### src/rtl/hack_stream_pkg.sv
// Shared types and helpers for the stream demultiplexer slice.
// Optional per-channel beat counters are enabled with DMUX_STREAM_STATS_EN.
package hack_stream_pkg;

    localparam int STATS_W = 16;

    typedef enum logic {
        EMPTY = 1'b0,
        FULL  = 1'b1
    } slot_state_t;

    // A 1-channel-wide select would otherwise collapse to zero bits.
    function automatic int clog2_min1(input int n);
        return (n <= 2) ? 1 : $clog2(n);
    endfunction

endpackage

### src/rtl/dmux_slot.sv
// One-entry register slice for a single output channel of dmux_stream.
// With DMUX_STREAM_STATS_EN defined it also keeps a saturating delivery counter.
module dmux_slot
    import hack_stream_pkg::*;
#(
    parameter int WIDTH = 16
) (
    input  logic               clk,
    input  logic               rst_n,
    input  logic               i_load,
    input  logic [WIDTH-1:0]   i_data,
    input  logic               i_drain,
`ifdef DMUX_STREAM_STATS_EN
    input  logic               i_cnt_clr,
    output logic [STATS_W-1:0] o_count,
`endif
    output logic               o_valid,
    output logic [WIDTH-1:0]   o_data
);

    slot_state_t      r_state;
    slot_state_t      w_state_nxt;
    logic [WIDTH-1:0] r_data;

    always_ff @(posedge clk or negedge rst_n) begin
        if (!rst_n) r_state <= EMPTY;
        else        r_state <= w_state_nxt;
    end

    // A load while FULL is only ever issued alongside a drain, so it stays FULL.
    always_comb begin
        w_state_nxt = r_state;
        case (r_state)
            EMPTY:   if (i_load)            w_state_nxt = FULL;
            FULL:    if (i_drain && !i_load) w_state_nxt = EMPTY;
            default:                        w_state_nxt = EMPTY;
        endcase
    end

    // Data is never cleared on drain; it only changes on a load.
    always_ff @(posedge clk or negedge rst_n) begin
        if (!rst_n)      r_data <= '0;
        else if (i_load) r_data <= i_data;
    end

    assign o_valid = (r_state == FULL);
    assign o_data  = r_data;

`ifdef DMUX_STREAM_STATS_EN
    logic [STATS_W-1:0] r_count;
    logic               w_deliver;

    assign w_deliver = o_valid & i_drain;

    always_ff @(posedge clk or negedge rst_n) begin
        if (!rst_n)                        r_count <= '0;
        else if (i_cnt_clr)                r_count <= '0;
        else if (w_deliver && ~&r_count)   r_count <= r_count + 1'b1;
    end

    assign o_count = r_count;
`endif

endmodule

### src/rtl/dmux_stream.sv
// N-way valid/ready stream demultiplexer with a one-entry slot per channel.
// Define DMUX_STREAM_STATS_EN to add CNT_CLR and per-channel BEAT_COUNT.
module dmux_stream
    import hack_stream_pkg::*;
#(
    parameter  int WIDTH    = 16,
    parameter  int CHANNELS = 8,
    localparam int SEL_W    = clog2_min1(CHANNELS)
) (
    input  logic                      CLK,
    input  logic                      RST_N,
    input  logic                      IN_VALID,
    output logic                      IN_READY,
    input  logic [WIDTH-1:0]          IN_DATA,
    input  logic [SEL_W-1:0]          IN_SEL,
    output logic [CHANNELS-1:0]       OUT_VALID,
    input  logic [CHANNELS-1:0]       OUT_READY,
    output logic [CHANNELS*WIDTH-1:0] OUT_DATA,
    output logic                      ERR_SEL
`ifdef DMUX_STREAM_STATS_EN
    ,
    input  logic                        CNT_CLR,
    output logic [CHANNELS*STATS_W-1:0] BEAT_COUNT
`endif
);

    localparam logic [SEL_W:0] CH_L = (SEL_W+1)'(CHANNELS);

    logic                w_sel_ok;
    logic [CHANNELS-1:0] w_hit;
    logic [CHANNELS-1:0] w_space;
    logic [CHANNELS-1:0] w_load;
    logic                r_err;

    assign w_sel_ok = ({1'b0, IN_SEL} < CH_L);

    always_comb begin
        w_hit = '0;
        for (int k = 0; k < CHANNELS; k++)
            w_hit[k] = (IN_SEL == SEL_W'(k));
    end

    // A slot can take a beat if it is empty or being drained this cycle.
    assign w_space  = ~OUT_VALID | OUT_READY;
    assign IN_READY = w_sel_ok ? |(w_hit & w_space) : 1'b1;
    assign w_load   = w_hit & w_space & {CHANNELS{IN_VALID}};

    // Out-of-range beats are swallowed; flag them for one cycle.
    always_ff @(posedge CLK or negedge RST_N) begin
        if (!RST_N) r_err <= 1'b0;
        else        r_err <= IN_VALID & ~w_sel_ok;
    end

    assign ERR_SEL = r_err;

    for (genvar k = 0; k < CHANNELS; k++) begin : g_slot
        dmux_slot #(.WIDTH(WIDTH)) u_slot (
            .clk       (CLK),
            .rst_n     (RST_N),
            .i_load    (w_load[k]),
            .i_data    (IN_DATA),
            .i_drain   (OUT_READY[k]),
`ifdef DMUX_STREAM_STATS_EN
            .i_cnt_clr (CNT_CLR),
            .o_count   (BEAT_COUNT[k*STATS_W +: STATS_W]),
`endif
            .o_valid   (OUT_VALID[k]),
            .o_data    (OUT_DATA[k*WIDTH +: WIDTH])
        );
    end

endmodule

### config.mk
export PLATFORM = sky130hd
export DESIGN_NAME = dmux_stream
export DESIGN_NICKNAME = d
export VERILOG_FILES = /design/src/rtl/hack_stream_pkg.sv /design/src/rtl/dmux_slot.sv /design/src/rtl/dmux_stream.sv
export SDC_FILE = /design/constraint.sdc
export NUM_CORES = 1
export LEC_CHECK = 0
export BUFFER_PORTS_ARGS = -buffer_cell sky130_fd_sc_hd__buf_2
export CAP_MARGIN = 15
export CELL_PAD_IN_SITES_DETAIL_PLACEMENT = 0
export CELL_PAD_IN_SITES_GLOBAL_PLACEMENT = 1
export CORE_UTILIZATION = 40
export CTS_BUF_LIST = sky130_fd_sc_hd__clkbuf_4
export CTS_CLUSTER_DIAMETER = 150
export CTS_CLUSTER_SIZE = 8
export DETAILED_ROUTE_END_ITERATION = 8
export GPL_ROUTABILITY_DRIVEN = 0
export PLACE_DENSITY_LB_ADDON = 0.1
export SLEW_MARGIN = 20
export SYNTH_ARGS = -nofsm -noshare
export SYNTH_HDL_FRONTEND = slang
export SYNTH_SLANG_ARGS = --single-unit
### constraint.sdc
create_clock -name CLK -period 3.2 [get_ports CLK]
set_input_delay 0.8 -clock CLK [delete_from_list [all_inputs] [get_ports CLK]]
set_output_delay 0.8 -clock CLK [all_outputs]
set_load 0.02 [all_outputs]
==> run metrics, run 1 <==
outcome complete, no violations; Yosys top cell by area dfrtp_1; worst reg-to-reg path cell count 4; WL/cell 18.18 µm; Die W 118.3 µm; Leakage Power 0.003228 µW; fillers 1,220; RR Endpoint g_slot[7].u_slot.o_data[13]; Clk Latency, worst-skew pair 0.52 ns; Yosys top cell area share 0.6295; area of the core 13,190 µm²; max-slew violations 0; H-tree depth 4; drt first pass iters 4; synthesized cell area 5406 µm²; Post-DP Area about 6400 µm²; number of antenna diodes 0; initial antenna violation count 0; DRC 0; WP data required 2.40 ns; number of global-route vias before repair 3,365; syn nets 352; total setup buffers inserted after CTS 0; initial core utilization 0.4099; CTS Buf Count 17; CTS tree yes; Reg2Reg Setup Slack about 1.4 ns; Via density 4.795; sequential area share after synthesis 0.6295; layout net count around 520; VDD IR max 0.3153 mV; vias 3,246; Synth area leaders dfrtp_1, mux2_2, mux2_4, buf_4, buf_6; die area roughly 14,000 µm²; maxcap violations 0; RSZ-0062 raised after global routing no; GRT Overall Usage 0.1886; CTS Sinks ~140; Setup crit start kind input pin; final setup TNS 0 ns; Syn Area/Cell 16.79 µm²; synthesized instance count approximately 320; Buffers on Ports 166; synth warn 0; worst-case clock buffer depth 2; crit end category output port; first-pass GRT wire length 19,420 µm; final setup fails 0; Worst EP arrival 2.01 ns; fraction of layout cells with a size suffix above 1 0.6547; total wire length 12,310 µm; Die Ht 118.3 µm; Root Driver clkbuf_4; Min Clock Period, post-route roughly 2.8 ns; Pwr Total 4607 µW; Slew @ Worst Pin slightly below 0.8 ns; Final Util 0.4986; HP Class input pin to async pin; largest net degree at the start of global routing about 70; reg2reg start g_slot[7].u_slot.o_valid; clock slew at reported path FFs 0.10 ns; period utilisation layout 0.8769; final antenna-violating net count 0; Synth cell types 21; overall overflow remaining after global route 0; Top-Level Pins 168; Layout area overhead 21.64%; Final Cell Area 6576 µm²; row cnt 42; Hold-fix buffers, CTS 0; Final Hold Vio Count 0; clk_skew about 0.0096 ns; Peak Freq 356.4 MHz; Slew HR 0.4836; Synth Register Bits 136; Detailed Place HPWL 8319 µm; worst-path fanout max 4; PwrDens approximately 700 nW/µm²; cts repair resizes 0; Crit Path Category input pin to output port; Initial DRC Count 111
-- power by group --
group          internal (µW)  total [µW]  leakage (µW)  switching, µW
clock                    380         921      0.000124            542
sequential              2090        2260       0.00164            179
combinational            594        1420       0.00146            827
-- cells in the mapped netlist --
cell	instances
nand2_1	9
and2b_4	1
dfrtp_1	136
mux2_2	95
o21ai_0	4
nor2b_1	2
nor3b_4	1
nor2_1	1
nand3_4	1
buf_2	5
nand3_2	2
mux2_1	5
conb_1	1
nand4_2	1
mux4_2	2
nand2b_1	8
and4_1	2
mux2_4	29
buf_6	6
and3b_1	1
buf_4	10
-- cells in the final DEF (no fill, tap or decap) --
master,instances
clkinv_1,4
and4_1,2
clkbuf_4,20
and3b_1,1
nor2b_1,2
nand3_4,1
buf_12,2
nand3_2,2
nor3b_4,1
buf_4,4
nand2b_1,8
mux4_2,2
o21ai_0,4
mux2_4,29
and2b_4,1
clkinv_2,3
mux2_2,95
buf_2,165
bufinv_16,1
nand2_1,9
conb_1,1
mux2_1,5
dfrtp_1,136
nor2_1,1
buf_6,1
nand4_2,1
-- state kept, by name, summed over array words and instances, names as in the netlist --
| name | flops |
|---|---|
| g_slot.u_slot.o_valid | 8 |
| g_slot.u_slot.o_data | 128 |
-- kinds of logic after synthesis --
family / count (synthesis) / share of synthesized area
compound gates: 4 / 0.003703
buf+inv: 21 / 0.03101
flops: 136 / 0.6295
mux: 131 / 0.2972
other cells: 1 / 0.0006936
simple gates: 29 / 0.03795
-- critical path: stages --
cell and delay [ns]:
buf_2 0.09, nand2b_1 0.19, mux4_2 0.48, mux2_2 0.28
buf_2 0.16
-- cell type report --
| type | instances | area [µm²] | share of cell area |
|---|---|---|---|
| timing repair buffer | 172 | 907.1 | 0.1379 |
| clock buffer | 20 | 150.1 | 0.02283 |
| clock inverter | 8 | 60.06 | 0.009132 |
| multi-input combinational | 165 | 1836 | 0.2791 |
| sequential | 136 | 3403 | 0.5175 |
| tap | 176 | 220.2 | 0.03349 |
-- stage by stage --
step / hold slack [ns] / worst slack (ns) / instances
floorplan: 0.4918 / 0.6508 / 322
global placement: 0.4671 / 0.4189 / 649
detailed placement: 0.4773 / 0.3997 / 649
CTS: 0.2425 / 0.3973 / 677
global route: 0.2448 / 0.3605 / 677
finish: 0.2598 / 0.3941 / 677
-- per-layer routing --
layer	track usage	up-vias	share of wire
met3	0.07191	18	0.072
met1	0.2344	1644	0.44
met4	0.07772	0	0.017
met5	0	-	0
met2	0.2945	108	0.47
li1	-	1476	-
-- how the worst max path moves through the flow --
stage | start | slack, ns | end
floorplan | OUT_READY[1] | 0.65 | IN_READY
global placement | OUT_READY[5] | 0.42 | IN_READY
detailed placement | OUT_READY[5] | 0.40 | IN_READY
CTS | OUT_READY[5] | 0.40 | IN_READY
global route | g_slot[5].u_slot.o_valid | 0.36 | IN_READY
finish | OUT_READY[5] | 0.39 | IN_READY
Note: power is estimated with default switching activity, not from simulation.
==> run 2: changes to the inputs <==
--- a/config.mk
+++ b/config.mk
@@ -19,4 +19,5 @@
 export SLEW_MARGIN = 20
 export SYNTH_ARGS = -nofsm -noshare
 export SYNTH_HDL_FRONTEND = slang
+export SYNTH_HIERARCHICAL = 1
 export SYNTH_SLANG_ARGS = --single-unit
==> run metrics, run 2 <==
crit end category output port (unchanged); Gate power share 0.295 (was 0.308); Die W 120.9 µm (was 118.3 µm); worst-case clock buffer depth 2 (unchanged); GRT Overall Usage 0.1848 (was 0.1886); synth warn 6 (was 0); WHS 0.2153 ns (was 0.2598 ns); Root Driver clkbuf_4 (unchanged); fillers 1,232 (was 1,220); clock slew at reported path FFs 0.12 ns (was 0.10 ns); max reg flops 128 (unchanged); cts repair resizes 0 (unchanged); syn nets 359 (was 352); Final Hold Vio Count 0 (unchanged); final setup TNS 0 ns (unchanged); async set-reset flop share out of synthesis 1.000 (unchanged); die area 14,610 µm² (was 13,990 µm²); CP max stage cell nand2b_1 (was mux4_2); VDD IR max 0.5173 mV (was 0.3153 mV); Slew @ Worst Pin 0.5827 ns (was 0.7727 ns); row cnt 43 (was 42); sequential area share after synthesis 0.6023 (was 0.6295); total wire length 12,650 µm (was 12,310 µm); number of antenna diodes 0 (unchanged); period utilisation layout 0.7825 (was 0.8769); Synth cell types 21 (unchanged); Final Cell Area 6952 µm² (was 6576 µm²); final antenna-violating net count 0 (unchanged); vias 3,300 (was 3,246); synthesized cell area 5650 µm² (was 5406 µm²); commonest non-fill, non-tap cell in the layout buf_2 (unchanged); final setup fails 0 (unchanged); Via density 4.694 (was 4.795); HP Class input pin to async pin (unchanged); Critical Path, Cell by Cell buf_2, nand2b_1, o22ai_1, o22ai_1, nand2_1, buf_2 (was buf_2, nand2b_1, mux4_2, mux2_2, buf_2); initial antenna violation count 0 (unchanged); Min Clock Period, post-route 2.504 ns (was 2.806 ns); Yosys top cell area share 0.6023 (was 0.6295); area of the core 13,830 µm² (was 13,190 µm²); Leakage Power 0.003474 µW (was 0.003228 µW); CTS Sinks 136 (unchanged); clk_skew 0.01379 ns (was 0.009562 ns); PwrDens 743.7 nW/µm² (was 700.5 nW/µm²); Die Ht 120.9 µm (was 118.3 µm); Syn Area/Cell 17.17 µm² (was 16.79 µm²); crit-path leading delay family compound AO/OA/AOI/OAI gates (was multiplexers); Initial DRC Count 173 (was 111); sw frac 0.3273 (was 0.3360); max-slew violations 0 (unchanged); CTS Buf Count 17 (unchanged); Yosys top cell by area dfrtp_1 (unchanged); most frequent cell after synthesis dfrtp_1 (unchanged); Seq pwr share 0.444 (was 0.492); switching power 1692 µW (was 1548 µW); Hold-fix buffers, CTS 0 (unchanged); number of global-route vias before repair 3,373 (was 3,365); outcome complete, no violations (unchanged); CTS tree yes (unchanged); initial core utilization 0.4087 (was 0.4099); Worst EP arrival 1.70 ns (was 2.01 ns); Critical Path Max Stage Delay 0.23 ns (was 0.48 ns); H-tree depth 4 (unchanged); Synth area leaders dfrtp_1, mux2_4, mux2_2, buf_12, buf_6 (was dfrtp_1, mux2_2, mux2_4, buf_4, buf_6); maxcap violations 0 (unchanged); Top-Level Pins 168 (unchanged); worst-path fanout max 6 (was 4); total setup buffers inserted after CTS 0 (unchanged); overall overflow remaining after global route 0 (unchanged); Buffers on Ports 166 (unchanged); WP data required 2.40 ns (about the same); fraction of layout cells with a size suffix above 1 0.6750 (was 0.6547); Setup crit start kind input pin (unchanged); Crit Path Category input pin to output port (unchanged); most frequent cells after synthesis dfrtp_1, mux2_4, mux2_2, inv_1 (was dfrtp_1, mux2_2, mux2_4, buf_4, nand2_1); worst path bufs/invs 2 (unchanged); Peak Freq 399.4 MHz (was 356.4 MHz); RSZ-0062 raised after global routing no (unchanged); Clk Latency, worst-skew pair 0.55 ns (was 0.52 ns); synthesized instance count 329 (was 322); Detailed Place HPWL 8482 µm (was 8319 µm); DRC 0 (unchanged); layout net count 540 (was 522); largest net degree at the start of global routing 64 (was 69); Pint 3478 µW (was 3059 µW); WL/cell 17.99 µm (was 18.18 µm); Synth Register Bits 136 (unchanged); clock share of power 0.261 (was 0.200); number of flops mapped to enable cells by yosys 0 (unchanged); Post-DP Area 6596 µm² (was 6366 µm²); commonest non-fill, non-tap cells in the layout buf_2, dfrtp_1, mux2_4 (was buf_2, dfrtp_1, mux2_2); first-pass GRT wire length 19,690 µm (was 19,420 µm); drt first pass iters 6 (was 4); Slew HR 0.6115 (was 0.4836); Layout area overhead 23.03% (was 21.64%); Top FF cell, synth dfrtp_1 (unchanged)
-- run 2: cell count changes after synthesis, sizes merged, moves of 2 or more --
cell    delta
nor2b      +5
nand2      -5
o22ai      +3
inv        +9
a21o       +8
nor3       +6
buf        -4
nand3      -3
o21ai      -3
mux4       -2
nand2b     -5
-- run 2: cell type report --
| cell class | count | area [µm²] | share of cell area |
|---|---|---|---|
| clock inverters | 15 | 227.7 | 0.03276 |
| inverters | 9 | 33.78 | 0.004860 |
| well taps | 180 | 225.2 | 0.03240 |
| flip-flops and latches | 136 | 3403 | 0.4896 |
| repair buffers | 179 | 947.2 | 0.1362 |
| clock buffers | 17 | 127.6 | 0.01836 |
| multi-input cells | 167 | 1987 | 0.2858 |
-- run 2: metal layers --
| metal | up-vias | routed length [µm] | GRT usage | part of all wire |
|---|---|---|---|---|
| met5 | - | 0 | 0 | 0 |
| met1 | 1666 | 5782 | 0.2401 | 0.46 |
| met4 | 0 | 183 | 0.06327 | 0.014 |
| met2 | 109 | 5829 | 0.2761 | 0.46 |
| met3 | 14 | 851 | 0.07801 | 0.067 |
| li1 | 1511 | - | - | - |
-- run 2: path summary, 6_finish.rpt --
kind | slack (ns) | to | startpoint | cells past startpoint
setup / recovery | 0.70 | IN_READY | IN_SEL[0] | 6
hold / removal | 0.22 | g_slot[0].u_slot/o_data[6] | RST_N | 1
setup reg to reg | 1.47 | g_slot[3].u_slot/o_data[12] | g_slot[3].u_slot/o_valid | 5
hold reg to reg | 0.51 | g_slot[7].u_slot/o_data[12] | g_slot[7].u_slot/o_data[12] | 1
max in group asynchronous | 2.28 | g_slot[0].u_slot/o_data[9] | RST_N | 2
min in group CLK | 0.51 | g_slot[7].u_slot/o_data[12] | g_slot[7].u_slot/o_data[12] | 1
-- run 2: per-stage QoR --
stage	std cells	total power, µW	util	setup WS, ns
2_1_floorplan	329	3297	-	1.013
3_3_place_gp	671	3852	0.4771	0.7418
6_report	703	5170	0.5028	0.6960
5_1_grt	703	5445	0.5028	0.4843
3_5_place_dp	671	3871	0.4771	0.7129
4_1_cts	703	5237	0.5028	0.6714
-- run 2: power groups by stage --
stage / combinational (µW) / sequential, µW / clock (µW)
2_1_floorplan: 504 / 2790 / 0
3_3_place_gp: 1540 / 2320 / 0
3_5_place_dp: 1540 / 2330 / 0
4_1_cts: 1540 / 2300 / 1390
5_1_grt: 1630 / 2350 / 1470
6_report: 1520 / 2300 / 1350
-- run 2: kinds of logic after synthesis --
kind of cell	share of synthesized area
mux	0.3029
other cells	0.0006637
compound gates	0.01904
buf+inv	0.05159
flops	0.6023
simple gates	0.02347
==> run 3: changes to the inputs <==
--- a/config.mk
+++ b/config.mk
@@ -9,7 +9,7 @@
 export CAP_MARGIN = 15
 export CELL_PAD_IN_SITES_DETAIL_PLACEMENT = 0
 export CELL_PAD_IN_SITES_GLOBAL_PLACEMENT = 1
-export CORE_UTILIZATION = 40
+export CORE_UTILIZATION = 39
 export CTS_BUF_LIST = sky130_fd_sc_hd__clkbuf_4
 export CTS_CLUSTER_DIAMETER = 150
 export CTS_CLUSTER_SIZE = 8
==> constraint.sdc (replaced) <==
create_clock -name CLK -period 2.2 [get_ports CLK]
set_input_delay 0.55 -clock CLK [delete_from_list [all_inputs] [get_ports CLK]]
set_output_delay 0.55 -clock CLK [all_outputs]
set_load 0.02 [all_outputs]
==> run metrics, run 3 (synthesis results as in run 2) <==
Peak Freq 471.0 MHz; Die Ht 122.4 µm (was 120.9 µm); GR met1 Demand/Resource 0.2437 (was 0.2401); area of the multi-input gates 2027 µm² (was 1987 µm²); overall overflow remaining after global route 0 (unchanged); total wire length 13,420 µm (was 12,650 µm); Die W 122.4 µm (was 120.9 µm); layout net count 552 (was 540); Top-Level Pins 168 (unchanged); Pwr Total 7075 µW (was 5170 µW); final setup fails 0 (unchanged); initial antenna violation count 0 (unchanged); max reg flops 128 (unchanged); largest net degree at the start of global routing 44 (was 64); die area 14,970 µm² (was 14,610 µm²); Crit Path Category flip-flop to output port (was input pin to output port); fraction of layout cells with a size suffix above 1 0.6923 (was 0.6750); row cnt 43 (unchanged); period utilisation layout 0.9650; met3 usage 0.06645 (was 0.07801); WP data required 1.65 ns (was 2.40 ns); HP Class input pin to flip-flop (was input pin to async pin); worst-case clock buffer depth 2 (unchanged); CTS tree yes (unchanged); GRT Overall Usage 0.1891 (was 0.1848); first-pass GRT wire length 20,490 µm (was 19,690 µm); max-slew violations 0 (unchanged); Initial DRC Count 117 (was 173); Root Driver clkbuf_4 (unchanged); most frequent CP cell o22ai_1; number of antenna diodes 0 (unchanged); crit end category output port (unchanged); Critical Path Max Stage Delay 0.38 ns (was 0.23 ns); H-tree depth 4 (unchanged); number of global-route vias before repair 3,550 (was 3,373); final setup TNS 0 ns (unchanged); Setup crit start kind flip-flop (was input pin); Detailed Place HPWL 9084 µm (was 8482 µm); outcome complete, no violations (unchanged); commonest non-fill, non-tap cells in the layout buf_2, dfrtp_1, mux2_4 (unchanged); CP max stage cell dfrtp_1 (was nand2b_1); Min Clock Period, post-route 2.123 ns; final antenna-violating net count 0 (unchanged); Final Cell Area 7007 µm² (was 6952 µm²); clock slew at reported path FFs 0.10 ns (was 0.12 ns); area of the core 13,990 µm² (was 13,830 µm²); Clk Latency, worst-skew pair 0.53 ns (was 0.55 ns); commonest non-fill, non-tap cell in the layout buf_2 (unchanged); WL/cell 18.82 µm (was 17.99 µm); Via density 4.784 (was 4.694); Worst EP arrival 1.57 ns (was 1.70 ns); worst-path fanout max 2 (was 6); CTS Buf Count 17 (unchanged); Buffers on Ports 166 (unchanged); Critical Path, Cell by Cell nor2b_4, o22ai_1, o22ai_1, nand2_1, buf_4 (was buf_2, nand2b_1, o22ai_1, o22ai_1, nand2_1, buf_2); VDD IR max 0.3814 mV (was 0.5173 mV); Final Hold Vio Count 0 (unchanged); drt first pass iters 4 (was 6); clk_skew 0.009966 ns (was 0.01379 ns); initial core utilization 0.4039 (was 0.4087); vias 3,411 (was 3,300); maxcap violations 0 (unchanged); gr busiest metal met2 (unchanged); Sequential Area 3403 µm² (unchanged); fillers 1,253 (was 1,232); Leakage Power 0.003518 µW (was 0.003474 µW); GR Layer Usage met2 0.2921 (was 0.2761); RSZ-0062 raised after global routing yes (was no); DRC 0 (unchanged); Post-DP Area 6664 µm² (was 6596 µm²); Layout area overhead 24.00% (was 23.03%); PwrDens 1010 nW/µm² (was 743.7 nW/µm²); CTS Sinks 136 (unchanged)
run 3: critical path: cells and delay by family, from the launching register on:
| family | cells | cell delay (ns) |
|---|---|---|
| AO/OA/AOI/OAI | 2 | 0.26 |
| buffers and inverters | 1 | 0.16 |
| flip-flops | 1 | 0.38 |
| AND/OR/NAND/NOR | 2 | 0.24 |
run 3: cell type report:
class	count	share of cell area
flip-flops and latches	136	0.4857
inverters	9	0.004821
clock buffers	25	0.02679
repair buffers	191	0.1541
well taps	180	0.03214
clock inverters	5	0.007143
multi-input cells	167	0.2893
run 3: repair_timing:
item	CTS	global route
hold buffers	1	0
resized for setup	4	8
endpoints found under the setup margin	1	1
hold endpoints to repair	39	0
buffers inserted	2	5
run 3: layer usage:
layer	routed length (µm)	up-vias
li1	-	1536
met1	6138	1740
met2	6142	118
met3	937	17
met4	204	0
met5	0	-
run 3: power breakdown:
part / leakage, µW / internal, µW / switching [µW]
Combinational: 0.00173 / 1020 / 1250
Sequential: 0.00165 / 3050 / 300
Clock: 0.000145 / 643 / 824
Total: 0.00352 / 4700 / 2370
run 3: worst paths after layout:
kind,from,end,slack (ns),cells past startpoint
max,g_slot[6].u_slot/o_valid,IN_READY,0.08,5
min,OUT_READY[2],g_slot[2].u_slot/o_valid,0.30,3
max reg2reg,g_slot[5].u_slot/o_valid,g_slot[5].u_slot/o_data[13],0.61,4
min reg2reg,g_slot[2].u_slot/o_data[0],g_slot[2].u_slot/o_data[0],0.51,1
max in group asynchronous,RST_N,g_slot[2].u_slot/o_data[9],1.04,3
min in group asynchronous,RST_N,g_slot[0].u_slot/o_data[8],0.49,2
run 3: metrics by stage:
| step | cells | hold slack, ns | setup slack [ns] | util |
|---|---|---|---|---|
| after floorplan | 329 | 0.2544 | 0.5132 | - |
| after global placement | 675 | 0.4845 | 0.2107 | 0.4764 |
| after detailed placement | 675 | 0.4870 | 0.1898 | 0.4764 |
| after CTS | 708 | 0.2458 | 0.001308 | 0.4959 |
| after global routing | 713 | 0.2467 | -0.04641 | 0.5009 |
| final | 713 | 0.3026 | 0.07704 | 0.5009 |
